**src/rtl/mem_arb_pkg.sv**
```systemverilog
// Shared encodings for the byte-serial memory port arbiter.
// Holds the FSM states, grant ids, request field values and the big-endian lane helper.
package mem_arb_pkg;

  localparam int unsigned LANES = 4;

  localparam logic [1:0] IDLE = 2'd0;
  localparam logic [1:0] XFER = 2'd1;
  localparam logic [1:0] DONE = 2'd2;

  localparam logic GRANT_IF = 1'b0;
  localparam logic GRANT_DM = 1'b1;

  localparam logic RW_STORE  = 1'b1;
  localparam logic SIZE_WORD = 1'b1;

  // Byte cycle 0 carries the most significant byte of the word.
  function automatic logic [7:0] be_lane(input logic [31:0] word, input logic [1:0] idx);
    logic [7:0] b;
    case (idx)
      2'd0:    b = word[31:24];
      2'd1:    b = word[23:16];
      2'd2:    b = word[15:8];
      default: b = word[7:0];
    endcase
    return b;
  endfunction

endpackage

```
**src/rtl/mem_port_arbiter_byte_seq.sv**
```systemverilog
// Byte sequencer: lane counter, store lane select and read-word assembly.
// word_o already includes the byte on the bus, so it is complete on the last byte cycle.
module byte_seq
  import mem_arb_pkg::*;
(
  input  logic        clk,
  input  logic        rst_n,
  input  logic        clear_i,
  input  logic        advance_i,
  input  logic        shift_i,
  input  logic        size_i,
  input  logic [31:0] wdata_i,
  input  logic [7:0]  rbyte_i,
  output logic [1:0]  cnt_o,
  output logic        last_o,
  output logic [7:0]  wbyte_o,
  output logic [31:0] word_o
);

  logic [1:0]  cnt_q, cnt_d;
  logic [23:0] asm_q, asm_d;

  always_comb begin
    cnt_d = cnt_q;
    asm_d = asm_q;
    if (clear_i) begin
      cnt_d = '0;
      asm_d = '0;
    end else begin
      if (advance_i) cnt_d = cnt_q + 2'd1;
      if (shift_i)   asm_d = {asm_q[15:0], rbyte_i};
    end
  end

  always_ff @(posedge clk or negedge rst_n) begin
    if (!rst_n) begin
      cnt_q <= '0;
      asm_q <= '0;
    end else begin
      cnt_q <= cnt_d;
      asm_q <= asm_d;
    end
  end

  assign cnt_o   = cnt_q;
  assign last_o  = (size_i != SIZE_WORD) || (cnt_q == 2'(LANES - 1));
  assign wbyte_o = (size_i == SIZE_WORD) ? be_lane(wdata_i, cnt_q) : wdata_i[7:0];
  assign word_o  = {asm_q, rbyte_i};

endmodule

```
**src/rtl/mem_port_arbiter.sv**
```systemverilog
// Arbitrates a byte-wide memory between instruction fetch and data access,
// serialising each 32-bit access into big-endian byte cycles.
module mem_port_arbiter
  import mem_arb_pkg::*;
#(
  parameter int unsigned ADDR_W = 8,
  parameter int unsigned DATA_W = 32
) (
  input  logic              clk,
  input  logic              reset,
  input  logic              if_req,
  input  logic [ADDR_W-1:0] if_addr,
  output logic [DATA_W-1:0] if_rdata,
  output logic              if_done,
  input  logic              dm_req,
  input  logic              dm_rw,
  input  logic              dm_size,
  input  logic [ADDR_W-1:0] dm_addr,
  input  logic [DATA_W-1:0] dm_wdata,
  output logic [DATA_W-1:0] dm_rdata,
  output logic              dm_done,
  output logic              mem_en,
  output logic              mem_we,
  output logic [ADDR_W-1:0] mem_addr,
  output logic [7:0]        mem_wdata,
  input  logic [7:0]        mem_rdata,
  output logic              pc_stall,
  output logic              mem_stall
);

  logic [1:0]        state_q, state_d;
  logic              grant_q, grant_d;
  logic              last_grant_q, last_grant_d;
  logic              rw_q, rw_d;
  logic              size_q, size_d;
  logic [ADDR_W-1:0] base_q, base_d;
  logic [DATA_W-1:0] wdata_q, wdata_d;
  logic [DATA_W-1:0] if_rdata_q, if_rdata_d;
  logic [DATA_W-1:0] dm_rdata_q, dm_rdata_d;

  logic              seq_clear, seq_advance, seq_shift, seq_last;
  logic [1:0]        seq_cnt;
  logic [7:0]        seq_wbyte;
  logic [DATA_W-1:0] seq_word;
  logic              xfer;

  assign xfer = (state_q == XFER);

  byte_seq u_seq (
    .clk       (clk),
    .rst_n     (reset),
    .clear_i   (seq_clear),
    .advance_i (seq_advance),
    .shift_i   (seq_shift),
    .size_i    (size_q),
    .wdata_i   (wdata_q),
    .rbyte_i   (mem_rdata),
    .cnt_o     (seq_cnt),
    .last_o    (seq_last),
    .wbyte_o   (seq_wbyte),
    .word_o    (seq_word)
  );

  always_comb begin
    state_d      = state_q;
    grant_d      = grant_q;
    last_grant_d = last_grant_q;
    rw_d         = rw_q;
    size_d       = size_q;
    base_d       = base_q;
    wdata_d      = wdata_q;
    if_rdata_d   = if_rdata_q;
    dm_rdata_d   = dm_rdata_q;
    seq_clear    = 1'b0;
    seq_advance  = 1'b0;
    seq_shift    = 1'b0;
    case (state_q)
      IDLE: begin
        if (if_req || dm_req) begin
          grant_d = (dm_req && !(if_req && last_grant_q == GRANT_DM)) ? GRANT_DM : GRANT_IF;
          if (grant_d == GRANT_DM) begin
            rw_d    = dm_rw;
            size_d  = dm_size;
            base_d  = dm_addr;
            wdata_d = dm_wdata;
          end else begin
            rw_d    = ~RW_STORE;
            size_d  = SIZE_WORD;
            base_d  = if_addr;
            wdata_d = '0;
          end
          seq_clear = 1'b1;
          state_d   = XFER;
        end
      end
      XFER: begin
        seq_advance = ~seq_last;
        seq_shift   = (rw_q != RW_STORE);
        if (seq_last) begin
          state_d = DONE;
          // Read data is captured on the final byte edge so it is valid while done is high.
          if (rw_q != RW_STORE) begin
            if (grant_q == GRANT_IF)      if_rdata_d = seq_word;
            else if (size_q == SIZE_WORD) dm_rdata_d = seq_word;
            else                          dm_rdata_d = {{(DATA_W-8){1'b0}}, mem_rdata};
          end
        end
      end
      DONE: begin
        last_grant_d = grant_q;
        state_d      = IDLE;
      end
      default: state_d = IDLE;
    endcase
  end

  always_ff @(posedge clk or negedge reset) begin
    if (!reset) begin
      state_q      <= IDLE;
      grant_q      <= GRANT_IF;
      last_grant_q <= GRANT_IF;
      rw_q         <= 1'b0;
      size_q       <= 1'b0;
      base_q       <= '0;
      wdata_q      <= '0;
      if_rdata_q   <= '0;
      dm_rdata_q   <= '0;
    end else begin
      state_q      <= state_d;
      grant_q      <= grant_d;
      last_grant_q <= last_grant_d;
      rw_q         <= rw_d;
      size_q       <= size_d;
      base_q       <= base_d;
      wdata_q      <= wdata_d;
      if_rdata_q   <= if_rdata_d;
      dm_rdata_q   <= dm_rdata_d;
    end
  end

  assign if_rdata  = if_rdata_q;
  assign dm_rdata  = dm_rdata_q;
  assign if_done   = (state_q == DONE) && (grant_q == GRANT_IF);
  assign dm_done   = (state_q == DONE) && (grant_q == GRANT_DM);

  assign mem_en    = xfer;
  assign mem_we    = xfer && (rw_q == RW_STORE);
  assign mem_addr  = !xfer ? '0
                   : (size_q == SIZE_WORD) ? {base_q[ADDR_W-1:2], seq_cnt}
                   : base_q;
  assign mem_wdata = mem_we ? seq_wbyte : '0;

  assign pc_stall  = if_req & ~if_done;
  assign mem_stall = dm_req & ~dm_done;

endmodule

```
**config.mk**
```make
export PLATFORM = sky130hd
export DESIGN_NAME = mem_port_arbiter
export DESIGN_NICKNAME = d
export VERILOG_FILES = /design/src/rtl/mem_arb_pkg.sv /design/src/rtl/mem_port_arbiter_byte_seq.sv /design/src/rtl/mem_port_arbiter.sv
export SDC_FILE = /design/constraint.sdc
export NUM_CORES = 1
export LEC_CHECK = 0
export CAP_MARGIN = 20
export CORE_MARGIN = 2
export CORE_UTILIZATION = 44
export DETAILED_ROUTE_END_ITERATION = 12
export HOLD_SLACK_MARGIN = 0.05
export PLACE_DENSITY = 0.85
export SLEW_MARGIN = 0
export SYNTH_ARGS = -nofsm -noshare
export SYNTH_HDL_FRONTEND = slang
export SYNTH_SLANG_ARGS = --single-unit
```
**constraint.sdc**
```tcl
create_clock -name clk -period 1.8 [get_ports clk]
set_clock_uncertainty 0.1 [all_clocks]
set_input_delay 0.36 -clock clk [delete_from_list [all_inputs] [get_ports clk]]
set_output_delay 0.36 -clock clk [all_outputs]
set_load 0.02 [all_outputs]
```
# --- Word level (Yosys, flattened, before mapping) ---
# Cells that the tools add are included.
word_totals:
  register_bits: 136
  latchBits: 0
  ramBits: 0
  mem_bits_ro: 0
  out_inout_bits: 86
  mem_count: 0
classes:
  add_sub_neg: 1
  multipliers: 0
  div_mod_pow: 0
  order_cmp: 0
  eq_ne: 7
  shift: 0
  mux: 22
  bitwise_logic: 8
  n_reduce_logical: 16
ops:
  columns: ["operator", "n"]
  rows:
  - ["$mux 32", 2]
  - ["$mux 24", 2]
  - ["$mux 8", 4]
  - ["$pmux 8 s3", 1]
  - ["$mux 2", 5]
  - ["$reduce_and 4->1", 2]
  - ["$mux 1", 7]
  - ["$eq 2x2->1 const B", 3]
  - ["$not 1->1", 6]
  - ["$logic_and 1x1->1", 5]
  - ["$eq 2x1->1 const B", 2]
  - ["$logic_not 2->1", 2]
  - ["$ne 2x2->1 const B", 2]
  - ["$pmux 2 s2", 1]
  - ["$reduce_and 2->1", 2]
  - ["$reduce_bool 2->1", 2]
  - ["$add 2x1->2 const B", 1]
  - ["$and 1x1->1", 2]
  - ["$logic_or 1x1->1", 2]
  - ["$logic_not 1->1", 1]

# --- Depth between registers and ports, before layout ---
depth:
  depth_word: 6
  ltp_mapped: 7
  depth_no_buf: 4

# --- Cells and area by module ---
# Synthesis repeated with hierarchy kept, for this count alone.
hier_totals:
  hier_cells: 470
  hier_area_um2: 5978.2
modules_own_cells:
  columns: ["mod", "n_inst", "cells_per_inst", "area_each_um2", "seq_area_each_um2"]
  rows:
  - ["mem_port_arbiter", 1, 342, 4580.6, 2752.6]
  - ["byte_seq", 1, 128, 1397.6, 650.6]

# --- Least setup slack after synthesis ---
# Ideal clock, no wire load.
synth_timing:
  path_kind: "flip-flop to output port"
  startpoint: "register u_seq.cnt_q[0], in the netlist u_seq.cnt_o[0]"
  endpoint: "output port mem_wdata[6]"
  arrival_ns: 1.843
  setup_slack_ns: -0.503
  stages_incl_launch_ff: 7
  path_cell_list: "dfrtp_1 -> ha_1 -> nor2b_1 -> buf_2 -> clkbuf_1 -> nor2_1 -> a211oi_1"
synth_between:
  elab_chain_len: 4
synth_lines:
  columns: ["item", "line", "rtl"]
  rows:
  - ["from (decl)", "mem_port_arbiter_byte_seq.sv:20", "logic [1:0] cnt_q, cnt_d;"]
  - ["from (signal assigned)", "mem_port_arbiter_byte_seq.sv:40", "cnt_q <= cnt_d;"]
  - ["$eq 2x2->1, or another cell as far along", "mem_arb_pkg.sv:20", "case (idx)"]
  - ["$pmux 8 s3 *", "mem_arb_pkg.sv:20", null]
  - ["$mux 8 *", "mem_port_arbiter_byte_seq.sv:47", "assign wbyte_o = (size_i == SIZE_WORD) ? be_lane(wdata_i, cnt_q) : wdata_i[7:0];"]
  - ["$mux 8 *", "mem_port_arbiter.sv:151", "assign mem_wdata = mem_we ? seq_wbyte : '0;"]
  - ["to (decl)", "mem_port_arbiter.sv:25", "output logic [7:0] mem_wdata,"]
# Every way passes the cells marked *; elsewhere a longest branch is shown, timed or not.

# --- Worst setup path in the final report ---
layout_timing:
  startpoint: "register u_seq.cnt_q[1], in the netlist u_seq.cnt_o[1]"
  endpoint: "output port mem_wdata[5]"
# The elaborated chain is that of the path after synthesis.

==> results.json <==
{
  "tightest_slew_ns": 0.640,
  "rows": 41,
  "core_area_um2": 12600,
  "synthFlopType": "dfrtp_1",
  "crit_start": "u_seq.cnt_o[1]$_DFFE_PN0P_",
  "wl_per_cell_um": 22.5,
  "setup_violations": 128,
  "vias": 4797,
  "worstSkewPairLatency_ns": 0.41,
  "dp_worst_setup_slack_ns": -0.606,
  "port_buffers": 147,
  "critPathKind": "reg -> out",
  "min_path_type": "in -> async",
  "cts.htree.levels": 4,
  "critPathTopFamily": "compound AO/OA/AOI/OAI gates",
  "vias_per_cell": 5.60,
  "grt_pass1_wl_um": 28800,
  "maxCapViolations": 0,
  "overflow": 0,
  "worst_ep_required_time_ns": 1.34,
  "synth_top_area_frac": 0.596,
  "peakVddDrop_mv": 1.29,
  "power_per_cell_area_nw_per_um2": 1890,
  "totalWireLength_um": 19200,
  "maxSlewViolCount": 0,
  "critPathLaunchType": "register",
  "synth_cell_types": 33,
  "clk_pin_slew_ns": 0.06,
  "place_congestion": 0.974,
  "min_period_ns": 2.55,
  "cts_buffers": 17,
  "cp.arrival_ns": 2.09,
  "nFillCells": 723,
  "cts_buffer_depth": 2,
  "cts.sinks": 136,
  "syn2layout_area_growth_pct": 65.6,
  "setup_ws_ns": -0.754,
  "cpPeakStageDelay_ns": 0.61,
  "status": "complete, but fails checks",
  "synth-warning-count": 0,
  "drt-pass1-iter-count": 6,
  "dieWidth_um": 118,
  "yosys-top-cells-area": "dfrtp_1 (60%), mux2_4 (7.9%), a22o_1 (7.2%)",
  "tritoncts": "done",
  "antenna_cells": 0,
  "fmax_mhz": 392,
  "crit_path_top_delay_cell": "a222oi_1",
  "fin_nets": 737,
  "rrSetupSlack_ns": -0.35,
  "crit_buf_inv": 2,
  "cp_cell_sequence": "buf_6 -> ha_4 -> a222oi_1 -> a211oi_4 -> buf_6",
  "rsz0062_at_grt": "yes",
  "dp_hpwl_um": 10700,
  "cp-end-kind": "output pin",
  "hold_violations": 0,
  "power_mw": 17.9,
  "slew_headroom": 0.574,
  "grt_max_degree": 59,
  "synth.avg_cell_area_um2": 12.8,
  "synth_fp_nets": 512,
  "r2r-start": "u_seq.cnt_o[0]$_DFFE_PN0P_",
  "crit_path_max_fanout": 8,
  "fin_crit_sh": 1.42,
  "p_leak_nw": 4.55,
  "syn_area_um2": 5710,
  "synth_edf_count": 0,
  "drive_above_1_share": 0.387,
  "synth_area_leader_cell": "dfrtp_1",
  "cpMostUsedCell": "buf_6",
  "dieHeight_um": 118,
  "timing.setup.tns_ns": -26.49,
  "yosysSeqAreaShare": 0.596,
  "syn-instance-count": 446,
  "cts-root-buf": "clkbuf_16",
  "start_util": 0.452,
  "synth-async-reset-ratio": 1.00,
  "dieArea_um2": 13900,
  "ys_seq_elements": 136,
  "drt_iter0_markers": 396,
  "antenna_found_initial": 0,
  "violations": "negative setup slack",
  "grt_pass1_vias": 5132,
  "ant_nets": 0,
  "drc_errors": 0,
  "io-pin-count": 148,
  "grt_use_total": 0.266
}
## cell usage after synthesis, types with 2 or more instances
cell / n
nand2_1: 61
nor2_1: 16
mux2_2: 26
ha_1: 4
nand3b_1: 2
mux2_4: 30
buf_6: 4
a22o_1: 47
inv_1: 16
a222oi_1: 8
buf_1: 5
clkbuf_1: 11
buf_2: 11
nor2b_1: 2
a21oi_1: 24
mux2i_1: 13
a211oi_1: 8
and2_1: 7
dfrtp_1: 136
nand2b_1: 2
## timing repair
action / CTS / global route
setup buffers: 19 / 16
setup endpoints to repair: 150 / 112
pin swaps: 31 / 57
resized for setup: 261 / 75
endpoints found under the hold margin: 38 / 0
cloned: 7 / 2
hold buffers: 1 / 0
## flip-flops by register name (all words and copies together) (netlist names), 2 cells and up
name / count
u_seq.asm_q: 24
wdata_q: 32
state_q: 2
u_seq.cnt_o: 2
dm_rdata: 32
if_rdata: 32
base_q: 8
## layout make-up
cell class | instances | area [um^2] | share of cell area
inverters | 16 | 72.6 | 0.00768
clock inverters | 14 | 206 | 0.0218
multi-input cells | 264 | 2550 | 0.270
well taps | 172 | 215 | 0.0228
flip-flops and latches | 136 | 3410 | 0.360
repair buffers | 236 | 2560 | 0.271
clock buffers | 18 | 439 | 0.0465
## routing by layer
metal,part of all wire,global-route usage,vias to the layer above
met5,0,0,-
met4,0.037,0.125,0
met3,0.066,0.0528,62
met2,0.51,0.441,280
met1,0.39,0.337,2420
li1,-,-,2035
## worst paths after layout
kind / end / cells past startpoint
worst max-delay path: mem_wdata[5] / 5
worst min-delay path: dm_rdata[7]$_DFFE_PN0P_ / 2
worst max register to register: if_rdata[16]$_DFFE_PN0P_ / 9
worst min register to register: dm_rdata[7]$_DFFE_PN0P_ / 1
max in group asynchronous: rw_q$_DFFE_PN0P_ / 3
min in group clk: dm_rdata[7]$_DFFE_PN0P_ / 1
## power breakdown
group | switching (mW) | internal [mW]
clock network | 1.45 | 2.40
registers | 1.01 | 4.21
logic | 4.24 | 4.59
total | 6.69 | 11.2
## cell families after synthesis
logic type	after synthesis	share of synthesized area
AOI/OAI and AO/OA	92	0.125
xor gates and xnor gates	1	0.00153
adders and majority gates	4	0.00877
buffers and inverters	47	0.0386
DFF	136	0.596
muxes	69	0.153
and+or+nand+nor	97	0.0774
## metrics by stage
step | cells | instance area, um^2 | hold WS (ns) | util
floorplan | 446 | 5860 | -0.0356 | -
global placement | 789 | 7940 | 0.187 | 0.629
detailed placement | 789 | 7940 | 0.196 | 0.629
CTS | 847 | 9110 | 0.334 | 0.722
global route | 856 | 9450 | 0.360 | 0.749
finish | 856 | 9450 | 0.324 | 0.749
## cell usage in the layout (no fill, tap or decap), types with 2 or more instances in the layout
master	instances
dfrtp_1	134
dlygate4sd2_1	64
nand2_1	60
clkdlybuf4s50_1	60
mux2_4	48
a22o_1	47
buf_6	46
buf_4	36
clkbuf_16	20
buf_12	19
a21oi_2	16
inv_1	13
mux2i_1	10
a222oi_1	8
a211oi_4	8
a21oi_1	8
mux2_2	8
nor2_1	7
and2_4	7
inv_6	7
nor2_4	6
ha_4	4
bufinv_16	4
buf_8	4
nor2_2	3
buf_16	3
nand2b_4	2
nand2_8	2
inv_4	2
mux2i_4	2
nand3b_1	2
nor3_4	2
clkinv_4	2
dfrtp_2	2
Power figures use the tool's default switching activity.
